**src/rtl/sdram_port_arbiter.sv**
```systemverilog
// sdram_port_arbiter: two-port round-robin arbiter in front of the SDRAM
// controller's native RAM port. Ownership is locked for a whole burst and is
// held until every forwarded beat has been acknowledged.
//
// Ports:
//   clk, rst             single clock, synchronous active-high reset
//   m0_* / m1_*          requester ports (wr strobes, rd, len, addr, wdata in;
//                        accept, ack, error, read_data out)
//   ram_*                controller-facing native port
//   owner_o              current or last owner
//   busy_o               arbiter not idle
//   protocol_err_o       sticky: ack seen with nothing outstanding
module sdram_port_arbiter #(
   parameter int unsigned MAX_OUTSTANDING = 8
) (
   input  logic        clk,
   input  logic        rst,
   input  logic [3:0]  m0_wr_i,
   input  logic        m0_rd_i,
   input  logic [7:0]  m0_len_i,
   input  logic [31:0] m0_addr_i,
   input  logic [31:0] m0_write_data_i,
   output logic        m0_accept_o,
   output logic        m0_ack_o,
   output logic        m0_error_o,
   output logic [31:0] m0_read_data_o,
   input  logic [3:0]  m1_wr_i,
   input  logic        m1_rd_i,
   input  logic [7:0]  m1_len_i,
   input  logic [31:0] m1_addr_i,
   input  logic [31:0] m1_write_data_i,
   output logic        m1_accept_o,
   output logic        m1_ack_o,
   output logic        m1_error_o,
   output logic [31:0] m1_read_data_o,
   output logic [3:0]  ram_wr_o,
   output logic        ram_rd_o,
   output logic [7:0]  ram_len_o,
   output logic [31:0] ram_addr_o,
   output logic [31:0] ram_write_data_o,
   input  logic        ram_accept_i,
   input  logic        ram_ack_i,
   input  logic        ram_error_i,
   input  logic [31:0] ram_read_data_i,
   output logic        owner_o,
   output logic        busy_o,
   output logic        protocol_err_o
);

   localparam int unsigned CNT_W = $clog2(MAX_OUTSTANDING + 1);
   localparam int unsigned LEN_W = 8;

   typedef enum logic [1:0] {
      ST_IDLE,
      ST_BUSY,
      ST_DRAIN
   } state_e;

   state_e             state_q, state_d;
   logic               owner_q, owner_d;
   logic               last_grant_q, last_grant_d;
   logic [LEN_W-1:0]   len_q, len_d;
   logic [LEN_W-1:0]   beat_q, beat_d;
   logic [CNT_W-1:0]   outst_q, outst_d;
   logic               prot_err_q, prot_err_d;

   logic               req0, req1, grant;
   logic               fwd_en, fwd_acc, ack_ok;
   logic [3:0]         own_wr;
   logic               own_rd;
   logic [31:0]        own_addr, own_wdata;

   // State register; last_grant resets to 1 so port 0 wins the first tie.
   always_ff @(posedge clk) begin
      if (rst) begin
         state_q      <= ST_IDLE;
         owner_q      <= 1'b0;
         last_grant_q <= 1'b1;
         len_q        <= '0;
         beat_q       <= '0;
         outst_q      <= '0;
         prot_err_q   <= 1'b0;
      end else begin
         state_q      <= state_d;
         owner_q      <= owner_d;
         last_grant_q <= last_grant_d;
         len_q        <= len_d;
         beat_q       <= beat_d;
         outst_q      <= outst_d;
         prot_err_q   <= prot_err_d;
      end
   end

   // Arbitration, burst tracking, outstanding accounting and port muxing.
   always_comb begin
      state_d      = state_q;
      owner_d      = owner_q;
      last_grant_d = last_grant_q;
      len_d        = len_q;
      beat_d       = beat_q;
      outst_d      = outst_q;
      prot_err_d   = prot_err_q;
      grant        = 1'b0;

      req0 = (m0_wr_i != 4'd0) | m0_rd_i;
      req1 = (m1_wr_i != 4'd0) | m1_rd_i;

      own_wr    = owner_q ? m1_wr_i         : m0_wr_i;
      own_rd    = owner_q ? m1_rd_i         : m0_rd_i;
      own_addr  = owner_q ? m1_addr_i       : m0_addr_i;
      own_wdata = owner_q ? m1_write_data_i : m0_write_data_i;

      // Forwarding stops at the outstanding cap so the counter cannot wrap.
      fwd_en  = (state_q == ST_BUSY) && (outst_q != CNT_W'(MAX_OUTSTANDING));
      fwd_acc = fwd_en & ram_accept_i;
      // An ack with nothing outstanding is dropped and flagged.
      ack_ok  = ram_ack_i & (outst_q != '0);

      if (fwd_acc && !ack_ok) begin
         outst_d = outst_q + CNT_W'(1);
      end else if (!fwd_acc && ack_ok) begin
         outst_d = outst_q - CNT_W'(1);
      end
      if (ram_ack_i && (outst_q == '0)) begin
         prot_err_d = 1'b1;
      end

      case (state_q)
         ST_IDLE: begin
            if (req0 || req1) begin
               grant   = (req0 && req1) ? ~last_grant_q : req1;
               owner_d = grant;
               len_d   = grant ? m1_len_i : m0_len_i;
               beat_d  = '0;
               state_d = ST_BUSY;
            end
         end
         ST_BUSY: begin
            if (fwd_acc) begin
               beat_d = beat_q + LEN_W'(1);
               if (beat_q == len_q) begin
                  state_d = ST_DRAIN;
               end
            end
         end
         ST_DRAIN: begin
            // Uses the next count so a same-cycle final ack releases at once.
            if (outst_d == '0) begin
               state_d      = ST_IDLE;
               last_grant_d = owner_q;
            end
         end
         default: state_d = ST_IDLE;
      endcase

      ram_wr_o         = fwd_en ? own_wr    : 4'd0;
      ram_rd_o         = fwd_en ? own_rd    : 1'b0;
      ram_addr_o       = fwd_en ? own_addr  : 32'd0;
      ram_write_data_o = fwd_en ? own_wdata : 32'd0;
      ram_len_o        = len_q;

      m0_accept_o    = fwd_acc & ~owner_q;
      m1_accept_o    = fwd_acc & owner_q;
      m0_ack_o       = ack_ok & ~owner_q;
      m1_ack_o       = ack_ok & owner_q;
      m0_error_o     = ack_ok & ram_error_i & ~owner_q;
      m1_error_o     = ack_ok & ram_error_i & owner_q;
      m0_read_data_o = ram_read_data_i;
      m1_read_data_o = ram_read_data_i;

      owner_o        = owner_q;
      busy_o         = (state_q != ST_IDLE);
      protocol_err_o = prot_err_q;
   end

endmodule
```
**config.mk**
```make
export PLATFORM = sky130hd
export DESIGN_NAME = sdram_port_arbiter
export DESIGN_NICKNAME = d
export VERILOG_FILES = /design/src/rtl/sdram_port_arbiter.sv
export SDC_FILE = /design/constraint.sdc
export NUM_CORES = 1
export LEC_CHECK = 0
export ABC_AREA = 0
export BUFFER_PORTS_ARGS = -buffer_cell sky130_fd_sc_hd__buf_2
export CORE_AREA = 2 2 134 136
export CTS_CLUSTER_DIAMETER = 100
export DETAILED_ROUTE_END_ITERATION = 10
export DIE_AREA = 0 0 136 138
export GPL_TIMING_DRIVEN = 1
export PLACE_DENSITY = 0.57
export SLEW_MARGIN = 20
export SYNTH_ARGS = -nofsm -noshare
export SYNTH_HDL_FRONTEND = slang
export SYNTH_SLANG_ARGS = --single-unit
```
**constraint.sdc**
```tcl
create_clock -name clk -period 2.05 [get_ports clk]
set_input_delay 0.3075 -clock clk [delete_from_list [all_inputs] [get_ports clk]]
set_output_delay 0.3075 -clock clk [all_outputs]
set_load 0.02 [all_outputs]
```
; ---- After elaboration in Yosys (flattened, before gate mapping)
; Cells that the tools add are included.
[word_totals]
in_bits = 191
word_cells = 71
regBits = 25
[classes]
bitwise = 13
n_eq_ne = 8
addsub = 3
mux = 20
reduce_logical = 20
[ops]
columns = operator, n
row1 = 32-bit 2-to-1 mux, 4
row2 = 8-bit 2-to-1 mux, 3
row3 = 4-bit 2-to-1 mux, 4
row4 = 8-bit case mux with 2 select lines, 1
row5 = 4-bit nonzero test, 3
row6 = 1-bit AND, 9
row7 = 8-bit by 1-bit adder with 8-bit output (second input constant), 1
row8 = 8-bit equality test, 1
row9 = 4-bit zero test, 2
row10 = 2-bit 2-to-1 mux, 4
row11 = 2-bit != test (second input constant), 3
row12 = 2-bit case mux with 3 select lines, 1
row13 = 1-bit logical AND, 5
row14 = 4-bit by 1-bit adder with 4-bit output (second input constant), 1
row15 = 4-bit != test (second input constant), 1
row16 = 2-bit AND reduction, 2
row17 = 4-bit AND reduction, 1
row18 = 2-bit nonzero test, 2
row19 = 4-bit by 1-bit subtractor with 4-bit output (second input constant), 1
row20 = 1-bit 2-to-1 mux, 3
row21 = 3-bit AND reduction, 1
row22 = 2-bit by 1-bit equality test with 1-bit output (second input constant), 1
row23 = 2-bit equality test (second input constant), 1
row24 = 1-bit zero test, 2
row25 = other kinds (5), 7

; ---- Logic depth before layout (Yosys ltp)
; Gate-level depths: netlist of the first run.
[depth]
word_depth = 10
mapped_depth = 8
depth_no_buf = 7

; ---- Least setup slack after synthesis of the first run
; No wires, ideal clock.
[synth_path]
kind = flip-flop to flip-flop
from = reg outst_q[0]
to = reg last_grant_q
t_arrival_ps = 2198
path_slack_ps = -219
path_buffers = 1
setup_time_ps = 72
path_stages_with_launch = 9
path_cell_list = dfxtp_1 buf_4 inv_1 ha_1 or3b_4 a211o_4 o22a_1 a2111oi_2 mux2i_1
[synth_via]
elab_chain_len = 9
elab_cells_between_ends = 15
cone_classes = add/sub: 2 / eq/ne: 1 / mux: 2 / bitwise: 2 / reduce/logical: 8
[synth_rtl]
columns = item, line_no
row1 = from (decl), 64  ; logic [CNT_W-1:0] outst_q, outst_d;
row2 = from (signal assigned), 89  ; outst_q <= outst_d;
row3 = 4-bit != test, 114  ; fwd_en = (state_q == ST_BUSY) && (outst_q != CNT_W'(MAX_OUTSTANDING));
row4 = 1-bit logical AND, 114
row5 = 1-bit AND, 115  ; fwd_acc = fwd_en & ram_accept_i;
row6 = 1-bit zero test, 121  ; end else if (!fwd_acc && ack_ok) begin
row7 = 1-bit logical AND, 121
row8 = 4-bit 2-to-1 mux, 121
row9 = 4-bit 2-to-1 mux *, 119  ; if (fwd_acc && !ack_ok) begin
row10 = 4-bit zero test *, 148  ; if (outst_d == '0) begin
row11 = 2-bit AND reduction (no line) *, --
row12 = to (signal assigned), 86  ; last_grant_q <= last_grant_d;
row13 = to (decl), 61  ; logic last_grant_q, last_grant_d;
; Every way passes the cells marked *; elsewhere a longest branch is shown, timed or not.
; A chain may end at the register's enable or synchronous reset.

; ---- Worst setup path after layout of the first run
[layout_path]
from = reg outst_q[0]
to = out ram_addr_o[13]
[layout_via]
elab_chain_len = 3
[layout_rtl]
columns = item, line_no
row1 = 4-bit != test, 114
row2 = 1-bit logical AND, 114
row3 = 32-bit 2-to-1 mux, 158  ; ram_addr_o = fwd_en ? own_addr : 32'd0;
row4 = to (decl), 39  ; output logic [31:0] ram_addr_o,
; No other way between the ends.

==> flow_metrics.py, run 1 <==
metrics = {
    "status": {
        "status": "complete, but fails checks",
        "violations": "setup timing",
    },
    "setup_path": {
        "crit_slowest_cell": "dfxtp_2",
        "cp_top_family": "buffers and inverters",
        "max_stage_delay_ps": 350,
        "critPathKind": "reg -> out",
        "path_buf_inv": 5,
        "end_kind": "output pin",
        "critPathLaunch": "outst_q[0]$_SDFF_PP0_",
        "reg2reg_to": "state_q[1]$_SDFFE_PP0P_",
        "crit_end": "ram_addr_o[13]",
        "startpoint_type": "register",
        "cp.arrival_ps": 1840,
        "crit_top_cell": "buf_12",
        "r2r_setup_slack_ps": -100,
        "cp.required_ps": 1740,
        "r2r_start": "outst_q[0]$_SDFF_PP0_",
        "crit_chain": "inv_4, ha_4, buf_6, nand3b_1, nand2_4, buf_12, buf_12, nor2_1, buf_4",
        "cp_max_fo": 17,
        "reg2reg_depth": 10,
        "cp.depth": 9,
    },
    "pwr": {
        "p_switching_mw": 1.32,
        "powerDensity_nw_per_um2": 604,
        "clkPwrFrac": 0.147,
        "netSwitchingFraction": 0.416,
        "p_leak_nw": 2.35,
        "ir_worst_vdd_v": 0.000330,
        "p_int_mw": 1.86,
        "combPwrFrac": 0.668,
        "p_seq_frac": 0.185,
    },
    "synthesis": {
        "synthArstFlopShare": 0,
        "synth_fa_ha_area_frac": 0.0124,
        "synth-seq-cells": 25,
        "netlist_area_sq_um": 3030,
        "syn_avg_cell_area_sq_um": 7.57,
        "syn_inst": 400,
        "syn_nets": 594,
        "synth_top_area_frac": 0.258,
        "yosys_warnings": 0,
        "synth-edff-count": 0,
        "synth_xor_area_frac": 0.0376,
        "synthMuxAreaShare": 0.261,
        "ys_seq_area_frac": 0.165,
        "synthFlopType": "dfxtp_1",
        "synth_top_area_cell": "mux2i_1",
        "synth_simple_gate_area_frac": 0.217,
        "synthDistinctLibCells": 54,
        "synth-compound-area-share": 0.104,
        "synth_area_leaders": "mux2i_1 26%, dfxtp_1 17%, buf_4 16%",
        "synth_top_family_by_area": "multiplexers",
    },
    "route": {
        "drtAntennaViolNets": 0,
        "totalWireLength_um": 12300,
        "wl_per_cell_um": 14.8,
        "drt_iter0_markers": 140,
        "drc": 0,
        "vias_per_cell": 4.15,
        "vias": 3466,
        "dr.pass1.iters": 4,
    },
    "floorplanning": {
        "start_util": 0.173,
        "core-area_sq_um": 17500,
        "dieHeight_um": 138,
        "die_w_um": 136,
        "die_area_sq_um": 18800,
        "io_pins": 341,
        "rows": 49,
    },
    "sta": {
        "clock_skew_ps": 6.67,
        "tightestPinTransition_ps": 471,
        "rsz0062_at_grt": "true",
        "fin_crit_sh": 1.05,
        "setup-violations-final": 58,
        "slew_headroom": 0.686,
        "fmax_mhz": 465,
        "finalSetupTns_ps": -3190,
        "period_needed_ps": 2150,
        "maxSlewViolCount": 0,
        "setup_ws_ps": -102,
        "hold_viol": 0,
    },
    "global_route": {
        "grt_max_degree": 39,
        "antenna_found_initial": 0,
        "grt_pass1_vias": 3190,
        "grt_use_total": 0.111,
        "grt-ovfl-total": 0,
        "grt_pass1_wl_um": 16900,
    },
    "cells_and_area": {
        "nNetsFinal": 801,
        "syn2layout_area_growth_pct": 73.8,
        "stdcell_area_sq_um": 5270,
        "most-common-layout-cells": "173 x buf_2, 78 x mux2i_1, 61 x buf_4, 53 x nor2_1, 41 x buf_6",
        "fillCellCount": 1906,
        "antenna_cells": 0,
        "layout_commonest_cell": "buf_2",
        "drive_above_1_share": 0.596,
    },
    "job": {
        "maxCapViolations": 0,
    },
    "cts": {
        "tritoncts": "built",
        "root_buffer": "clkbuf_16",
        "path_clk_slew_ps": 70,
        "htreeDepth": 1,
        "clock_path_buffers": 2,
        "worst_skew_pair.late_latency_ps": 270,
        "cts_sinks": 25,
        "cts_made_buffers": 3,
    },
    "placement": {
        "port-buffer-count": 244,
        "place_congestion": 0.798,
        "hpwlAfterDp_um": 9290,
        "dpl_cell_area_sq_um": 4270,
    },
    "hold_path": {
        "min-delay-path-class": "in -> reg",
    },
}
[registers in the layout, indices dropped and copies added (netlist names)]
register        cells
beat_q              8
last_grant_q        1
outst_q             4
owner_o             1
protocol_err_o      1
ram_len_o           8
state_q             2
[layer usage]
metal / up-vias / track usage / share of wire
li1: 1724 / - / -
met2: 117 / 0.192 / 0.52
met1: 1598 / 0.142 / 0.41
met4: 0 / 0.0280 / 0.018
met5: - / 0 / 0
met3: 27 / 0.0213 / 0.054
[how the worst min path moves through the flow]
stage | slack [ps] | to | cells after the start | start
after floorplan | 480 | last_grant_q$_SDFFE_PP1P_ | 2 | last_grant_q$_SDFFE_PP1P_
after global placement | 450 | protocol_err_o$_SDFFE_PP0P_ | 2 | protocol_err_o$_SDFFE_PP0P_
after detailed placement | 460 | protocol_err_o$_SDFFE_PP0P_ | 2 | protocol_err_o$_SDFFE_PP0P_
after CTS | 380 | ram_len_o[6]$_SDFFE_PP0P_ | 3 | m1_len_i[6]
after global routing | 400 | ram_len_o[6]$_SDFFE_PP0P_ | 3 | m1_len_i[6]
final | 370 | ram_len_o[6]$_SDFFE_PP0P_ | 3 | m1_len_i[6]
[worst register-to-register path, cell delays in order, from the launching register on]
cell	delay (ps)
dfxtp_2	350
inv_4	40
ha_4	150
buf_6	110
buf_4	130
and3b_2	220
o211ai_1	290
buf_4	190
a31oi_2	100
o41ai_1	330
a21oi_1	100
[layout make-up]
| cell class | instances | area [sq um] | area share |
|---|---|---|---|
| sequential | 25 | 507 | 0.0962 |
| tap | 229 | 287 | 0.0544 |
| clock inverter | 1 | 8.76 | 0.00166 |
| multi-input combinational | 281 | 2280 | 0.433 |
| timing repair buffer | 289 | 2080 | 0.395 |
| inverter | 7 | 28.8 | 0.00547 |
| clock buffer | 3 | 75.1 | 0.0143 |
[per-stage QoR]
step / power (mW) / std cells / hold WS (ps) / worst slack, ps / util
after global placement: 2.10 / 815 / 449 / -61.7 / 0.243
final: 3.18 / 835 / 375 / -102 / 0.300
after detailed placement: 2.11 / 815 / 461 / -91.3 / 0.243
after CTS: 2.67 / 821 / 381 / -77.4 / 0.256
after global routing: 3.37 / 835 / 396 / -181 / 0.300
after floorplan: 1.67 / 400 / 477 / -154 / -
[what timing repair did]
item,CTS,global route
resized for setup,47,168
endpoints found under the hold margin,0,0
hold buffers,0,0
pin swaps,2,32
gates cloned,0,6
endpoints found under the setup margin,51,75
setup buffers,2,9
[cells in the mapped netlist, types with 5 or more instances]
cell      count
inv_1         7
nand2_1      10
mux2i_1      78
a21oi_1       6
dfxtp_1      25
nor2_1      102
clkbuf_1     13
buf_1         5
a211oi_1     14
xnor2_1       5
buf_4        65
xor2_1        8
[power groups by stage]
stage	Clock (mW)	Sequential [mW]	Combinational [mW]
floorplan	0	0.616	1.06
finish	0.467	0.588	2.13
detailed placement	0	0.597	1.51
CTS	0.475	0.588	1.61
global route	0.500	0.595	2.27
global placement	0	0.596	1.50
[kinds of logic after synthesis]
logic type,Yosys count
simple gates,146
buf+inv,94
mux,79
compound gates,40
flops,25
xor+xnor,13
fa+ha+maj,3
Power figures use the tool's default switching activity.
==> run 2: changes to the inputs <==
--- a/config.mk
+++ b/config.mk
@@ -13,6 +13,7 @@
 export DIE_AREA = 0 0 136 138
 export GPL_TIMING_DRIVEN = 1
 export PLACE_DENSITY = 0.57
+export SETUP_SLACK_MARGIN = 0.3
 export SLEW_MARGIN = 20
 export SYNTH_ARGS = -nofsm -noshare
 export SYNTH_HDL_FRONTEND = slang
==> flow_metrics.py, run 2 (same netlist as run 1, synthesis figures left out) <==
metrics = {
    "setup_path": {
        "startpoint_type": "register",
        "cp_max_fo": 6,
        "path_buf_inv": 2,
        "cp.arrival_ps": 2310,
        "cp_top_family": "compound AO/OA/AOI/OAI gates",
        "end_kind": "register",
        "crit_chain": "inv_4, ha_4, buf_4, and3b_2, o211ai_1, nand4_1, a2111oi_4, mux2i_1",
        "critPathKind": "reg -> reg",
        "max_stage_delay_ps": 400,
        "cp.required_ps": 2240,
        "crit_slowest_cell": "a2111oi_4",
    },
    "cts": {
        "htreeDepth": 1,
        "tritoncts": "built",
        "cts_made_buffers": 3,
        "clock_path_buffers": 2,
        "cts_sinks": 25,
        "root_buffer": "clkbuf_16",
        "path_clk_slew_ps": 70,
        "cts_hold_buf": 0,
        "worst_skew_pair.late_latency_ps": 260,
    },
    "global_route": {
        "grt_use_total": 0.131,
        "grt-ovfl-total": 0,
        "grt_max_degree": 32,
        "antenna_found_initial": 1,
        "grt_pass1_vias": 3316,
        "grt_pass1_wl_um": 19100,
    },
    "sta": {
        "fmax_mhz": 471,
        "setup-violations-final": 36,
        "fin_hold_ws_ps": 374,
        "tightestPinTransition_ps": 380,
        "maxSlewViolCount": 0,
        "setup_ws_ps": -72.3,
        "hold_viol": 0,
        "fin_crit_sh": 1.04,
        "clock_skew_ps": 6.03,
        "slew_headroom": 0.740,
        "period_needed_ps": 2120,
        "rsz0062_at_grt": "true",
    },
    "cells_and_area": {
        "syn2layout_area_growth_pct": 82.3,
        "drive_above_1_share": 0.640,
        "nNetsFinal": 795,
        "layout_commonest_cell": "buf_2",
        "fillCellCount": 1886,
        "most-common-layout-cells": "169 x buf_2, 78 x mux2i_1, 64 x buf_6, 46 x nor2_4, 44 x nor2_1",
    },
    "status": {
        "violations": "setup timing",
        "status": "complete, but fails checks",
    },
    "route": {
        "drt_iter0_markers": 82,
        "totalWireLength_um": 14100,
        "vias_per_cell": 4.23,
        "drtAntennaViolNets": 0,
        "wl_per_cell_um": 17.0,
        "drc": 0,
        "dr.pass1.iters": 4,
        "vias": 3514,
    },
    "placement": {
        "place_congestion": 0.749,
        "hpwlAfterDp_um": 11000,
        "port-buffer-count": 244,
    },
    "pwr": {
        "p_switching_mw": 1.41,
        "p_int_mw": 1.99,
        "power.total_mw": 3.40,
        "clkPwrFrac": 0.131,
        "p_leak_nw": 2.36,
        "ir_worst_vdd_v": 0.000321,
        "netSwitchingFraction": 0.416,
        "combPwrFrac": 0.697,
        "p_seq_frac": 0.173,
        "powerDensity_nw_per_um2": 616,
    },
    "job": {
        "maxCapViolations": 0,
    },
    "floorplanning": {
        "core-area_sq_um": 17500,
        "rows": 49,
        "die_area_sq_um": 18800,
        "start_util": 0.173,
        "die_w_um": 136,
        "io_pins": 341,
        "dieHeight_um": 138,
    },
    "hold_path": {
        "min-delay-path-class": "in -> reg",
    },
}
==> run 2: cell count changes in the layout (fill, tap and decap cells not counted), moves of 3 or more <==
cell      change
buf_6        +23
buf_4        -23
nor2_4       +12
buf_2         -4
a211oi_2      +3
a211oi_1      -5
nor2_1        -9
nor2_2        -3
==> run 2: worst register-to-register path, stage by stage (launching register included) <==
cell,delay (ps)
dfxtp_2,350
inv_4,40
ha_4,140
buf_4,140
and3b_2,240
o211ai_1,290
nand4_1,230
a2111oi_4,400
mux2i_1,220
==> run 2: final timing paths <==
| kind | start | cells past startpoint | end | slack, ps |
|---|---|---|---|---|
| worst max register to register | outst_q[0]$_SDFF_PP0_ | 8 | last_grant_q$_SDFFE_PP1P_ | -70 |
| worst min-delay path | m1_len_i[2] | 3 | ram_len_o[2]$_SDFFE_PP0P_ | 370 |
| worst min register to register | protocol_err_o$_SDFFE_PP0P_ | 2 | protocol_err_o$_SDFFE_PP0P_ | 490 |
| worst max-delay path | outst_q[0]$_SDFF_PP0_ | 8 | last_grant_q$_SDFFE_PP1P_ | -70 |
==> run 2: power groups by stage <==
stage,clock network [mW],logic [mW],registers [mW]
2_1_floorplan,0,1.12,0.616
3_3_place_gp,0,1.53,0.593
3_5_place_dp,0,1.53,0.593
4_1_cts,0.461,1.85,0.585
5_1_grt,0.491,2.54,0.594
6_report,0.445,2.37,0.587
==> run 2: area by class of cell <==
class	instances	area [sq um]	area share
flip-flops and latches	25	507	0.0918
well taps	229	287	0.0519
clock buffers	3	75.1	0.0136
inverters	7	28.8	0.00521
multi-input cells	281	2510	0.454
clock inverters	1	7.51	0.00136
repair buffers	283	2110	0.382
diodes	1	2.50	0.000453
==> run 2: through the flow <==
| stage | util | cells | setup TNS [ps] | area, sq um | setup WS (ps) |
|---|---|---|---|---|---|
| 2_1_floorplan | - | 400 | -154 | 3200 | -154 |
| 3_3_place_gp | 0.244 | 806 | -46.3 | 4270 | -46.3 |
| 3_5_place_dp | 0.244 | 806 | -93.9 | 4270 | -93.9 |
| 4_1_cts | 0.271 | 817 | -140 | 4750 | -20.1 |
| 6_report | 0.315 | 830 | -1010 | 5520 | -72.3 |
| 5_1_grt | 0.315 | 829 | -4980 | 5520 | -167 |
==> run 2: metal layers <==
layer,wire length (um),track usage,vias to the layer above
li1,-,-,1718
met1,5530,0.156,1605
met2,7330,0.240,176
met3,1090,0.0290,15
met4,145,0.0214,0
met5,0,0,-
==> run 2: what timing repair did <==
item / in CTS / in global routing
pin swaps: 9 / 38
cloned: 0 / 4
gates resized for setup: 107 / 159
setup buffers: 7 / 8
hold endpoints to repair: 0 / 0
endpoints found under the setup margin: 87 / 89
==> run 3: changes to the inputs <==
--- a/config.mk
+++ b/config.mk
@@ -7,12 +7,11 @@
 export LEC_CHECK = 0
 export ABC_AREA = 0
 export BUFFER_PORTS_ARGS = -buffer_cell sky130_fd_sc_hd__buf_2
-export CORE_AREA = 2 2 134 136
+export CORE_AREA = 2 2 132 134
 export CTS_CLUSTER_DIAMETER = 100
 export DETAILED_ROUTE_END_ITERATION = 10
-export DIE_AREA = 0 0 136 138
+export DIE_AREA = 0 0 134 136
 export GPL_TIMING_DRIVEN = 1
-export PLACE_DENSITY = 0.57
 export SETUP_SLACK_MARGIN = 0.3
 export SLEW_MARGIN = 20
 export SYNTH_ARGS = -nofsm -noshare
==> constraint.sdc (replaced) <==
create_clock -name clk -period 2.4 [get_ports clk]
set_input_delay 0.36 -clock clk [delete_from_list [all_inputs] [get_ports clk]]
set_output_delay 0.36 -clock clk [all_outputs]
set_load 0.02 [all_outputs]
==> flow_metrics.py, run 3 (same netlist as run 1, synthesis figures left out) <==
metrics = {
    "sta": {
        "maxSlewViolCount": 0,
        "fin_crit_sh": 0.892,
        "fmax_mhz": 467,
        "slew_headroom": 0.634,
        "period_needed_ps": 2140,
        "setup_ws_ps": 259,
        "tightestPinTransition_ps": 549,
        "finalSetupTns_ps": 0,
        "setup-violations-final": 0,
        "clock_skew_ps": 7.40,
        "fin_hold_ws_ps": 434,
        "rsz0062_at_grt": "true",
        "hold_viol": 0,
    },
    "cts": {
        "worst_skew_pair.late_latency_ps": 260,
        "htreeDepth": 1,
        "clock_path_buffers": 2,
        "path_clk_slew_ps": 70,
        "cts_made_buffers": 3,
        "cts_sinks": 25,
        "tritoncts": "built",
        "cts_hold_buf": 0,
        "root_buffer": "clkbuf_16",
    },
    "cells_and_area": {
        "syn2layout_area_growth_pct": 61.9,
        "stdcell_area_sq_um": 4900,
        "fillCellCount": 1842,
        "antenna_cells": 0,
        "nNetsFinal": 785,
        "most-common-layout-cells": "193 x buf_2, 77 x mux2i_1, 70 x nor2_1, 41 x buf_4, 31 x buf_6",
        "drive_above_1_share": 0.556,
        "layout_commonest_cell": "buf_2",
        "final_core_util": 0.291,
    },
    "job": {
        "maxCapViolations": 0,
    },
    "placement": {
        "dpl_cell_area_sq_um": 4090,
        "place_congestion": 0.830,
        "hpwlAfterDp_um": 10800,
        "port-buffer-count": 244,
        "dp_slack_ps": 140,
    },
    "setup_path": {
        "reg2reg_depth": 7,
        "r2r_start": "outst_q[1]$_SDFF_PP0_",
        "cp_max_fo": 5,
        "end_kind": "register",
        "r2r_setup_slack_ps": 260,
        "cp.required_ps": 2600,
        "startpoint_type": "register",
        "cp.arrival_ps": 2340,
        "reg2reg_to": "last_grant_q$_SDFFE_PP1P_",
        "critPathKind": "reg -> reg",
    },
    "pwr": {
        "powerDensity_nw_per_um2": 510,
        "ir_worst_vdd_v": 0.000254,
        "p_leak_nw": 2.23,
    },
    "hold_path": {
        "hold_end": "ram_len_o[0]$_SDFFE_PP0P_",
        "min-delay-path-class": "in -> reg",
        "whs_path_depth": 3,
        "hp-start": "m1_len_i[0]",
    },
    "route": {
        "drt_iter0_markers": 105,
        "drc": 0,
        "vias_per_cell": 4.18,
        "totalWireLength_um": 13400,
        "vias": 3407,
        "dr.pass1.iters": 4,
        "drtAntennaViolNets": 0,
        "wl_per_cell_um": 16.5,
    },
    "floorplanning": {
        "die_area_sq_um": 18200,
        "io_pins": 341,
        "core-area_sq_um": 16900,
        "die_w_um": 134,
        "dieHeight_um": 136,
        "rows": 48,
        "start_util": 0.179,
    },
    "global_route": {
        "grt_pass1_wl_um": 17100,
        "grt_pass1_vias": 2831,
        "antenna_found_initial": 0,
        "grt-ovfl-total": 0,
        "grt_use_total": 0.124,
        "grt_max_degree": 29,
    },
    "status": {
        "status": "complete, no violations",
    },
}
[run 3: changes by cell type in the layout (fill, tap and decap cells not counted), sizes merged]
cell	previous run	this run
buf	280	270
diode	1	0
[run 3: how the worst max path moves through the flow]
stage	from	end	slack (ps)
2_1_floorplan	outst_q[0]$_SDFF_PP0_	last_grant_q$_SDFFE_PP1P_	200
3_3_place_gp	m1_wr_i[1]	ram_len_o[6]$_SDFFE_PP0P_	180
3_5_place_dp	outst_q[1]$_SDFF_PP0_	last_grant_q$_SDFFE_PP1P_	140
4_1_cts	outst_q[1]$_SDFF_PP0_	ram_wr_o[2]	270
5_1_grt	outst_q[0]$_SDFF_PP0_	state_q[1]$_SDFFE_PP0P_	180
6_report	outst_q[1]$_SDFF_PP0_	last_grant_q$_SDFFE_PP1P_	260
[run 3: final cells by class]
| class | count | area, sq um | area share |
|---|---|---|---|
| clock buffer | 3 | 75.1 | 0.0153 |
| clock inverter | 1 | 7.51 | 0.00153 |
| inverter | 7 | 28.8 | 0.00587 |
| multi-input combinational | 281 | 2200 | 0.449 |
| sequential | 25 | 508 | 0.104 |
| tap | 225 | 282 | 0.0574 |
| timing repair buffer | 273 | 1800 | 0.367 |
[run 3: what timing repair did]
action                     CTS  global route
resized for setup           28           138
buffers inserted             4             7
pin swaps                    5            18
setup endpoints to repair   70            66
gates cloned                 1             4
[run 3: metal layers]
metal / GRT usage / share of wire / up-vias
li1: - / - / 1694
met1: 0.164 / 0.41 / 1531
met2: 0.201 / 0.49 / 148
met5: 0 / 0 / -
met3: 0.0172 / 0.064 / 34
met4: 0.0544 / 0.038 / 0
[run 3: critical path: stages (launching register included)]
cell	delay, ps
dfxtp_2	330
inv_2	80
ha_4	150
or3b_4	420
a211o_4	370
o22a_1	210
a2111oi_4	310
mux2i_1	210
[run 3: where the power goes]
part | switching (mW) | leakage [nW] | internal [mW]
Combinational | 0.876 | 1.98 | 0.733
Sequential | 0.0464 | 0.207 | 0.461
Clock | 0.157 | 0.0371 | 0.227
Total | 1.08 | 2.23 | 1.42
[run 3: stage by stage]
step	cells	total power, mW
global route	815	2.65
CTS	804	2.23
global placement	795	1.74
floorplan	400	1.43
detailed placement	795	1.74
finish	815	2.50
